`config.mk`:
```
export PLATFORM = sky130hd
export DESIGN_NAME = uio_bus_ctrl
export DESIGN_NICKNAME = d
export VERILOG_FILES = /design/src/rtl/uio_bus_pkg.sv /design/src/rtl/stb_sync.sv /design/src/rtl/uio_bus_ctrl.sv
export SDC_FILE = /design/constraint.sdc
export NUM_CORES = 1
export LEC_CHECK = 0
export CAP_MARGIN = 20
export CORE_ASPECT_RATIO = 0.9
export CORE_MARGIN = 2
export CORE_UTILIZATION = 50
export CTS_CLUSTER_SIZE = 30
export DETAILED_ROUTE_END_ITERATION = 12
export PLACE_DENSITY_LB_ADDON = 0.1
export SLEW_MARGIN = 15
export SYNTH_ARGS = -nofsm -noshare
export SYNTH_HDL_FRONTEND = slang
export SYNTH_SLANG_ARGS = --single-unit
```
`constraint.sdc`:
```
create_clock -name clk -period 2.24 [get_ports clk]
set_input_delay 0.448 -clock clk [delete_from_list [all_inputs] [get_ports clk]]
set_output_delay 0.448 -clock clk [all_outputs]
set_load 0.01 [all_outputs]
```
`src/rtl/uio_bus_pkg.sv`:
```
// Shared encodings for the uio strobe/acknowledge register-access bus.
package uio_bus_pkg;

    typedef enum logic [2:0] {
        StIdle,
        StCmdHold,
        StWrWait,
        StWrHold,
        StRdReq,
        StRdWait,
        StRdDrive,
        StRdTurn
    } state_e;

    localparam int unsigned CMD_WR_BIT = 7;

    localparam logic [7:0] OE_DRIVE = 8'hFF;
    localparam logic [7:0] OE_REL   = 8'h00;

endpackage

```
`src/rtl/stb_sync.sv`:
```
// Host strobe synchronizer with a delay flop for edge detection; edges are masked while ena=0
// but the flops keep tracking so no stale edge appears when ena returns.
module stb_sync (
    input  logic clk,
    input  logic rst_n,
    input  logic ena,
    input  logic stb,
    output logic rise,
    output logic fall
);

    logic s1_q;
    logic s2_q;
    logic d_q;

    always_ff @(posedge clk or negedge rst_n) begin
        if (!rst_n) begin
            s1_q <= 1'b0;
            s2_q <= 1'b0;
            d_q  <= 1'b0;
        end else begin
            s1_q <= stb;
            s2_q <= s1_q;
            d_q  <= s2_q;
        end
    end

    assign rise = ena & s2_q & ~d_q;
    assign fall = ena & ~s2_q & d_q;

endmodule

```
`src/rtl/uio_bus_ctrl.sv`:
```
// Sequences the bidirectional uio pins as a strobe/acknowledge register bus: command decode,
// write/read pulses to the register file, and output-enable turnaround.
module uio_bus_ctrl
    import uio_bus_pkg::*;
#(
    parameter int unsigned ADDR_W = 4,
    parameter int unsigned TMO_W  = 8
) (
    input  logic              clk,
    input  logic              rst_n,
    input  logic              ena,
    input  logic              host_stb,
    input  logic [7:0]        uio_in,
    output logic [7:0]        uio_out,
    output logic [7:0]        uio_oe,
    output logic              host_ack,
    output logic              host_err,
    output logic [ADDR_W-1:0] reg_addr,
    output logic [7:0]        reg_wdata,
    output logic              reg_we,
    output logic              reg_re,
    input  logic [7:0]        reg_rdata,
    input  logic              reg_rvalid,
    output logic              busy
);

    // Expiry fires on the last cycle of 2**TMO_W-1 cycles spent in one state.
    localparam logic [TMO_W-1:0] TMO_LAST = {{(TMO_W-1){1'b1}}, 1'b0};
    localparam logic [TMO_W-1:0] CNT_ONE  = {{(TMO_W-1){1'b0}}, 1'b1};

    logic rise;
    logic fall;

    stb_sync u_stb_sync (
        .clk   (clk),
        .rst_n (rst_n),
        .ena   (ena),
        .stb   (host_stb),
        .rise  (rise),
        .fall  (fall)
    );

    state_e            state_q, state_d;
    logic [TMO_W-1:0]  cnt_q, cnt_d;
    logic              ack_q, ack_d;
    logic              err_q, err_d;
    logic [7:0]        oe_q, oe_d;
    logic [7:0]        out_q, out_d;
    logic [7:0]        rdata_q, rdata_d;
    logic [ADDR_W-1:0] addr_q, addr_d;
    logic [7:0]        wdata_q, wdata_d;
    logic              we_q, we_d;
    logic              re_q, re_d;
    logic              busy_q, busy_d;
    logic              fall_seen_q, fall_seen_d;
    logic              rv_seen_q, rv_seen_d;
    logic              tmo;
    logic              got_fall;
    logic              got_rv;

    assign tmo      = (state_q != StIdle) && (cnt_q == TMO_LAST);
    assign got_fall = fall | fall_seen_q;
    assign got_rv   = reg_rvalid | rv_seen_q;

    always_comb begin
        state_d     = state_q;
        ack_d       = ack_q;
        err_d       = err_q;
        oe_d        = oe_q;
        out_d       = out_q;
        rdata_d     = rdata_q;
        addr_d      = addr_q;
        wdata_d     = wdata_q;
        we_d        = 1'b0;
        re_d        = 1'b0;
        fall_seen_d = fall_seen_q;
        rv_seen_d   = rv_seen_q;

        if (!ena) begin
            state_d = StIdle;
            ack_d   = 1'b0;
            oe_d    = OE_REL;
        end else if (tmo) begin
            // Timeout takes priority over any coincident strobe edge.
            state_d = StIdle;
            ack_d   = 1'b0;
            oe_d    = OE_REL;
            err_d   = 1'b1;
        end else begin
            unique case (state_q)
                StIdle: begin
                    if (rise) begin
                        addr_d = uio_in[ADDR_W-1:0];
                        err_d  = 1'b0;
                        ack_d  = 1'b1;
                        if (uio_in[CMD_WR_BIT]) begin
                            state_d = StCmdHold;
                        end else begin
                            re_d    = 1'b1;
                            state_d = StRdReq;
                        end
                    end
                end
                StCmdHold: begin
                    if (fall) begin
                        ack_d   = 1'b0;
                        state_d = StWrWait;
                    end
                end
                StWrWait: begin
                    if (rise) begin
                        wdata_d = uio_in;
                        we_d    = 1'b1;
                        ack_d   = 1'b1;
                        state_d = StWrHold;
                    end
                end
                StWrHold: begin
                    if (fall) begin
                        ack_d   = 1'b0;
                        state_d = StIdle;
                    end
                end
                StRdReq: begin
                    if (reg_rvalid) begin
                        rdata_d   = reg_rdata;
                        rv_seen_d = 1'b1;
                    end
                    if (fall) begin
                        ack_d       = 1'b0;
                        fall_seen_d = 1'b1;
                    end
                    if (got_fall && got_rv) begin
                        state_d = StRdWait;
                    end
                end
                StRdWait: begin
                    if (rise) begin
                        out_d   = rdata_q;
                        oe_d    = OE_DRIVE;
                        ack_d   = 1'b1;
                        state_d = StRdDrive;
                    end
                end
                StRdDrive: begin
                    if (fall) begin
                        oe_d    = OE_REL;
                        ack_d   = 1'b0;
                        state_d = StRdTurn;
                    end
                end
                StRdTurn: begin
                    state_d = StIdle;
                end
                default: begin
                    state_d = StIdle;
                    ack_d   = 1'b0;
                    oe_d    = OE_REL;
                end
            endcase
        end

        if (state_d != StRdReq) begin
            fall_seen_d = 1'b0;
            rv_seen_d   = 1'b0;
        end

        if ((state_q == StIdle) || (state_d != state_q)) begin
            cnt_d = '0;
        end else begin
            cnt_d = cnt_q + CNT_ONE;
        end

        busy_d = (state_d != StIdle);
    end

    always_ff @(posedge clk or negedge rst_n) begin
        if (!rst_n) begin
            state_q     <= StIdle;
            cnt_q       <= '0;
            ack_q       <= 1'b0;
            err_q       <= 1'b0;
            oe_q        <= OE_REL;
            out_q       <= 8'h00;
            rdata_q     <= 8'h00;
            addr_q      <= '0;
            wdata_q     <= 8'h00;
            we_q        <= 1'b0;
            re_q        <= 1'b0;
            busy_q      <= 1'b0;
            fall_seen_q <= 1'b0;
            rv_seen_q   <= 1'b0;
        end else begin
            state_q     <= state_d;
            cnt_q       <= cnt_d;
            ack_q       <= ack_d;
            err_q       <= err_d;
            oe_q        <= oe_d;
            out_q       <= out_d;
            rdata_q     <= rdata_d;
            addr_q      <= addr_d;
            wdata_q     <= wdata_d;
            we_q        <= we_d;
            re_q        <= re_d;
            busy_q      <= busy_d;
            fall_seen_q <= fall_seen_d;
            rv_seen_q   <= rv_seen_d;
        end
    end

    assign uio_out   = out_q;
    assign uio_oe    = oe_q;
    assign host_ack  = ack_q;
    assign host_err  = err_q;
    assign reg_addr  = addr_q;
    assign reg_wdata = wdata_q;
    assign reg_we    = we_q;
    assign reg_re    = re_q;
    assign busy      = busy_q;

endmodule

```
==> summary by stage, run 1 <==
Yosys
In the synthesized netlist, the cells that appear most often are dfrtp_1, mux2_2, nand2_1, nor2_1. The number of register bits inferred by synthesis is 50. By area the synthesized netlist is led by dfrtp_1, mux2_2, nor4b_1. The net count after synthesis is 215. The cell accounting for the most synthesized area is dfrtp_1. In this run the cell area of the synthesized design comes to 2330 um^2. In the synthesized netlist, the number of instances is 192.

The count of different cell masters after synthesis is 41. The cell with the most instances after synthesis is dfrtp_1. The share of synthesized area in the top cell type comes to 0.536.

Of all flip-flops after synthesis, the portion carrying an async set or reset was 1.00. The Yosys step of the flow raised 0 warnings. Counting flops with a built-in enable in the synthesized netlist gives 0. The average cell area after synthesis is 12.1 um^2.

The proportion of synthesized chip area in sequential cells is 0.536. In the synthesized netlist the dominant register cell turns out to be dfrtp_1.

Setup path
The nature of the critical path endpoint is a register. The critical path endpoint is cnt_q[7]. The data required time of the worst path is 2.41 ns. For flop-to-flop paths, the worst setup slack is 0.24 ns. The cell depth of the worst flop-to-flop path is 7.

In this run the worst path has a maximum fanout of 8. Tracing the worst setup path back leads to its startpoint at ena. The kind of start point of the critical path is an input port. The type of the setup path with the least slack is input port to register. The data arrival at the endpoint of the critical path is 2.29 ns.

The worst reg2reg path startpoint is state_q[2]. In this run the critical register-to-register path is captured at cnt_q[7].

Routing
The post-detailed-route via-to-cell ratio is 5.55. The routed layout has 1,764 vias. The count of unresolved DRC violations after routing is 0. Before antenna repair, the detailed router went through 4 iterations. The count of nets left with antenna violations after detail routing is 0. The wire length reported by the detailed router is 5000 um. The count of routing violations after the opening detailed-route iteration is 129. The wire length per cell is 15.7 um.

Place
The total half-perimeter wirelength after legalization and detailed placement is 3740 um. The total instance count after detailed placement is 311. The routability congestion estimate is 1.00. Buffers placed on the I/O ports in this run total 53.

GRT
Summed over all layers, the global routing overflow is 0. The first-pass GRT wire length is 8170 um. The initial antenna violation count is 0.

The number of global-route vias before repair is 1,733. The overall routing resource usage is 0.203. Entering global routing, the biggest net connects 51 pins.

Floorplanning
In this run the standard cell core region covers 4460 um^2. The count of standard-cell rows is 23. The die extent in x is 76.0 um. For this configuration, the core starts out at a cell density of 0.523. The die outline area is 5230 um^2.

For this design the top-level I/O count stands at 54. The die span in y is 68.8 um.

Clocking
Counting along the longest clock path gives a buffer depth of 2. The clock latency of the later-clocked register in the worst-skew pair is 0.29 ns. The TritonCTS buffer count is 5. In this run the clock root is driven by a clkbuf_8. TritonCTS built the clock tree. After clock tree synthesis, the clock-pin slew on the worst setup and hold paths is 0.08 ns.

The clock net in this run drives a total of 50 sinks. The deepest level of the CTS H-tree is 2.

Power and ir drop
Across the VDD grid, the largest voltage drop is 503 uV. The combinational group share of total power is 0.146. The leakage power of the design is 1.37 nW. The switching portion of total power is 0.223. Cell internal power was estimated by the tool at 1.49 mW. The power after layout is 1.91 mW.

In this run the power density over the cells is 613 nW/um^2. The fraction of power consumed by the clock network is 0.326. The portion of total power attributed to sequential cells is 0.528. The net switching power figure is 0.426 mW.

Cells and area
Counting the fill cells in the layout gives 330. The number of nets in the final layout is 279. The share of cells above drive strength 1 is 0.242.

Excluding fillers, the count of instances in the completed layout stands at 318. From synthesis to final layout, the design area changed by 33.7%. For this run, the share of the core covered by cells in the final layout is 0.699. The repair_antennas step left the layout with diodes totalling 0.

Timing
Setup repair after global routing left no endpoint under its margin. For the final database, setup skew stands at 0.00699 ns. At the pin with the least slew margin, the transition time is 0.557 ns.

Dividing the final minimum period by the clock period gives 0.945. For this run, the top clock speed supported by timing is 473 MHz. Final hold analysis gives a worst-case slack of 0.134 ns. The final-report hold violation count is 0. The final-report setup violation count is 0.

The relative max-transition margin is 0.629. The max-slew violation count is 0. After layout, the minimum clock period comes to 2.12 ns.

Hold path
The kind of path behind the tightest hold check is input port to asynchronous set/reset pin.

Status
The flow ran to the end, and the final reports show no timing, DRC or antenna violations.

Job
The total of max-cap violations is 0.
-- critical path: stages --
cell and delay, ns:
clkdlybuf4s50_1 0.61, nor4bb_2 0.39, a211oi_1 0.11, nand2_1 0.11, buf_4 0.13, a31oi_4 0.12
nor4b_1 0.36
-- sequential cells by signal, summed over array words and instances, names as in the netlist --
register and count:
cnt_q 8, fall_seen_q 1, busy 1, reg_we 1, uio_oe 1, rdata_q 8
reg_re 1, state_q 3, host_ack 1, reg_wdata 8, rv_seen_q 1, u_stb_sync.d_q 1
u_stb_sync.s1_q 1, u_stb_sync.s2_q 1, host_err 1, uio_out 8, reg_addr 4
-- power groups by stage --
stage	Sequential, mW	Clock, mW	Combinational (mW)
detailed placement	1.03	0	0.281
finish	1.01	0.623	0.279
CTS	1.01	0.643	0.283
floorplan	1.02	0	0.123
global route	1.02	0.685	0.304
global placement	1.02	0	0.272
-- logic make-up after synthesis --
family	share of synthesized area
xor+xnor	0.0225
buf+inv	0.0397
mux	0.135
simple gates	0.163
compound gates	0.0923
fa+ha+maj	0.0107
flops	0.536
-- stage by stage --
step                setup WS [ns]  area [um^2]  TNS (ns)
floorplan                   0.452         2330         0
global placement          -0.0238         3000    -0.114
detailed placement         -0.182         3000     -1.32
CTS                         0.111         3110         0
global route               0.0248         3120         0
finish                      0.124         3120         0
-- layout make-up --
cell class	count	area, um^2	share of cell area
clock buffer	6	82.6	0.0265
clock inverter	1	30.0	0.00963
inverter	4	15.0	0.00482
multi-input combinational	125	995	0.319
sequential	50	1250	0.402
tap	62	77.6	0.0249
timing repair buffer	70	666	0.213
-- how the worst min path moves through the flow --
stage | start | endpoint | slack, ns | cells past startpoint
floorplan | rst_n | busy | 0.15 | 0
global placement | u_stb_sync.s1_q | u_stb_sync.s2_q | 0.34 | 0
detailed placement | u_stb_sync.s1_q | u_stb_sync.s2_q | 0.34 | 0
CTS | rst_n | state_q[0] | 0.14 | 2
global route | rst_n | uio_oe[6] | 0.14 | 2
finish | rst_n | cnt_q[2] | 0.13 | 2
-- what timing repair did --
item | CTS | global route
hold buffers | 0 | 0
setup endpoints to repair | 0 | 1
gates resized for setup | 0 | 2
buffers inserted | 0 | 0
-- metal layers --
| layer | GRT usage | vias up | routed length (um) |
|---|---|---|---|
| met2 | 0.345 | 56 | 2460 |
| met3 | 0.0599 | 6 | 356 |
| met5 | 0 | - | 0 |
| li1 | - | 825 | - |
| met4 | 0.0636 | 0 | 56 |
| met1 | 0.258 | 877 | 2130 |
-- cell usage in the layout, fill, tap and decap left out, drive strengths merged, types with 2 or more instances in the layout --
cell,instances
clkdlybuf4s50,52
dfrtp,50
mux2,28
buf,18
nor2,10
nand2,10
nor3,7
nor4b,7
nand3,6
clkbuf,6
nand3b,5
inv,4
nand4,4
a21oi,4
xnor2,4
a31oi,4
or3,3
a211oi,3
o21ai,3
and3b,2
and3,2
o21bai,2
a22oi,2
xor2,2
ha,2
Power figures use the tool's default switching activity.
==> run 2: changes to the inputs <==
--- a/config.mk
+++ b/config.mk
@@ -8,9 +8,10 @@
 export CAP_MARGIN = 20
 export CORE_ASPECT_RATIO = 0.9
 export CORE_MARGIN = 2
-export CORE_UTILIZATION = 50
+export CORE_UTILIZATION = 62
 export CTS_CLUSTER_SIZE = 30
 export DETAILED_ROUTE_END_ITERATION = 12
+export DONT_BUFFER_PORTS = 1
 export PLACE_DENSITY_LB_ADDON = 0.1
 export SLEW_MARGIN = 15
 export SYNTH_ARGS = -nofsm -noshare
==> run 2 against run 1 <==
First-iteration DRC count up 21%. Global-route usage increased by 3.2 points. Combinational power shrank 42%. Worst hold slack gained 0.020 ns. Clock skew up 0.0055 ns. Flip-flop and latch count unchanged. Non-clock buffer count decreased by 62. Critical path depth down 2. Cell area decreased by 19%. Register-to-register slack barely moved. Largest cell class unchanged.
==> summary by stage, run 2 (synthesis results as in run 1) <==
Status
The run finished with clean final reports.

Cells and area
The count of placed standard cells in the final layout, fillers left out is 241. After routing the design area is 2520 um^2. The number of nets in the final layout is 217.

After filler insertion, the fill cell instance count of the layout stands at 259. The most common cell after layout, fill and taps aside is dfrtp_1. In the final layout, the share of cells above drive strength 1 is 0.277. Compared with the post-synthesis result, the final layout area differs by 8.26%. The repair_antennas step left the layout with diodes totalling 0.

The top cell types in the final layout, fill and taps aside, are dfrtp_1, mux2_2, nor2_1, nand2_1, nor3_1.

Timing
Final hold analysis gives a worst-case slack of 0.154 ns. The actual slew at the worst max-slew pin is 0.538 ns. Headroom to the max-slew limit came out at 0.642. In the finished design, the share of the clock period the worst path needs comes to 0.893.

Subtracting the final worst setup slack from the clock period gives 2.00 ns. The max-slew violation count came to 0. Setup repair after global routing left no endpoint under its margin. Based on the critical path, the design can be clocked at up to 500 MHz.

The final setup skew is 0.0125 ns. The sum of negative setup slack is 0 ns. The final-report hold violation count was 0. Once routing completed, OpenROAD measured the worst setup slack at 0.239 ns. The final-report setup violation count is 0.

GRT
Summed over all layers, the global routing overflow is 0. The pin count of the biggest net entering global routing is 51. The initial antenna violation count is 0. The first-pass GRT wire length is 7400 um. The number of global-route vias before repair is 1,500.

The overall routing resource usage is 0.235.

Clocking
The deepest level of the CTS H-tree is 2. The clock latency of the later-clocked register in the worst-skew pair is 0.32 ns. The clock drives 50 sinks. The CTS tree is yes. The clock transition at the registers of the reported paths is 0.10 ns.

The TritonCTS buffer count is 5. The maximum root-to-sink buffer count is 2. In this run the clock root is driven by a clkbuf_8.

Hold path
The min-delay analysis places its worst path in the category input port to register. The hold path startpoint is host_stb. The worst hold path was traced through 0 stages. The end point of the most critical hold path is u_stb_sync.s1_q.

Power and ir drop
The maximum vdd drop is 698 uV. The portion of total power attributed to sequential cells is 0.553. The total power density per cell area is 731 nW/um^2. The leakage power of the design is 1.14 nW. The net switching power figure is 0.461 mW. Of the total power, the clock network draws 0.360.

The cell-internal power is 1.39 mW. Of the total power, the share spent switching nets is 0.250. The combinational group share of total power is 0.088.

Routing
In the routed design, unresolved DRC markers number 0. The wire length per cell is 18.3 um. The detailed-route via count is 1,525. The count of routing violations after the opening detailed-route iteration is 156. The number of search-and-repair iterations in the first detailed-routing pass is 4. The wire length reported by the detailed router is 4410 um. The count of nets left with antenna violations after detail routing is 0. Using the TritonRoute via totals, the vias-per-cell ratio works out to 6.33.

Floorplanning
The total core area is 3650 um^2. During I/O placement, the number of pins put on the boundary was 54. The count of standard-cell rows is 21. The die covers 4270 um^2.

From left edge to right edge, the die measures 68.7 um. The die is 62.2 um tall. The initial cell density of the core is 0.639.

Setup path
The worst setup path is launched from a register. The type of the setup path with the least slack is register to register. Across all register-to-register paths, the minimum setup slack is 0.24 ns.

The worst register-to-register path has a depth of 5. Along the worst path, the maximum fanout reaches 15. The worst register-to-register path ends at cnt_q[1]. For the worst setup path, the data arrival time is 2.19 ns. The nature of the critical path endpoint is a register. The data required time of the worst path is 2.43 ns. The startpoint identified for the worst register-to-register timing path is state_q[1].

Place
OpenSTA, run right after detailed placement, puts the worst setup slack at 0.140 ns. Port buffering added 0 buffers. Counting tap cells, the placed design contains a total of 231 instances. After legalization and detailed placement, the total HPWL measured 3130 um. Summing all placed instances gives a cell area of 2360 um^2. The routability congestion estimate is 0.857.

Job
Max-cap violations in this run came to 0.
run 2: cell types whose count changed in the layout (fill, tap and decap cells not counted), sizes merged:
cell | previous run | this run
inv | 4 | 6
clkbuf | 6 | 5
clkdlybuf4s50 | 52 | 0
dlygate4sd3 | 0 | 1
buf | 18 | 7
run 2: layout make-up:
cell class,instances,area [um^2],area share
timing repair buffer,8,82.6,0.0327
multi-input combinational,125,1000,0.396
sequential,50,1250,0.497
clock inverter,3,47.5,0.0188
clock buffer,5,68.8,0.0273
tap,46,57.6,0.0228
inverter,4,15.0,0.00595
run 2: per-layer routing:
metal / GRT usage / routed length (um)
met5: 0 / 0
met4: 0.113 / 68
met3: 0.0634 / 270
met2: 0.337 / 2130
met1: 0.331 / 1940
run 2: stage by stage:
| stage | util | power (mW) |
|---|---|---|
| 2_1_floorplan | - | 1.15 |
| 3_3_place_gp | 0.645 | 1.17 |
| 3_5_place_dp | 0.645 | 1.18 |
| 4_1_cts | 0.688 | 1.86 |
| 5_1_grt | 0.691 | 1.93 |
| 6_report | 0.691 | 1.85 |
run 2: repair_timing:
| item | in CTS | in global routing |
|---|---|---|
| resized for setup | 0 | 4 |
| endpoints found under the hold margin | 50 | 0 |
| setup endpoints to repair | 0 | 3 |
| setup buffers | 0 | 0 |
| hold buffers | 2 | 0 |
run 2: critical path, stage by stage, from the launching register on:
cell	delay, ns
dfrtp_2	0.53
nor3_1	0.32
o31ai_2	0.19
or3_1	0.42
a31oi_4	0.30
nor4b_1	0.10
run 2: how the worst max path moves through the flow:
stage / cells past startpoint / end / slack [ns] / start
5_1_grt: 5 / cnt_q[2] / 0.05 / state_q[0]
3_3_place_gp: 5 / cnt_q[0] / 0.16 / state_q[1]
6_report: 5 / cnt_q[1] / 0.24 / state_q[1]
3_5_place_dp: 5 / cnt_q[0] / 0.14 / state_q[1]
4_1_cts: 5 / cnt_q[0] / 0.11 / state_q[1]
2_1_floorplan: 5 / cnt_q[2] / 0.45 / state_q[1]
run 2: power by group through the flow:
stage	Combinational (mW)	Clock (mW)	Sequential [mW]
2_1_floorplan	0.123	0	1.02
3_3_place_gp	0.133	0	1.04
3_5_place_dp	0.136	0	1.04
4_1_cts	0.162	0.680	1.02
5_1_grt	0.179	0.717	1.03
6_report	0.162	0.664	1.02
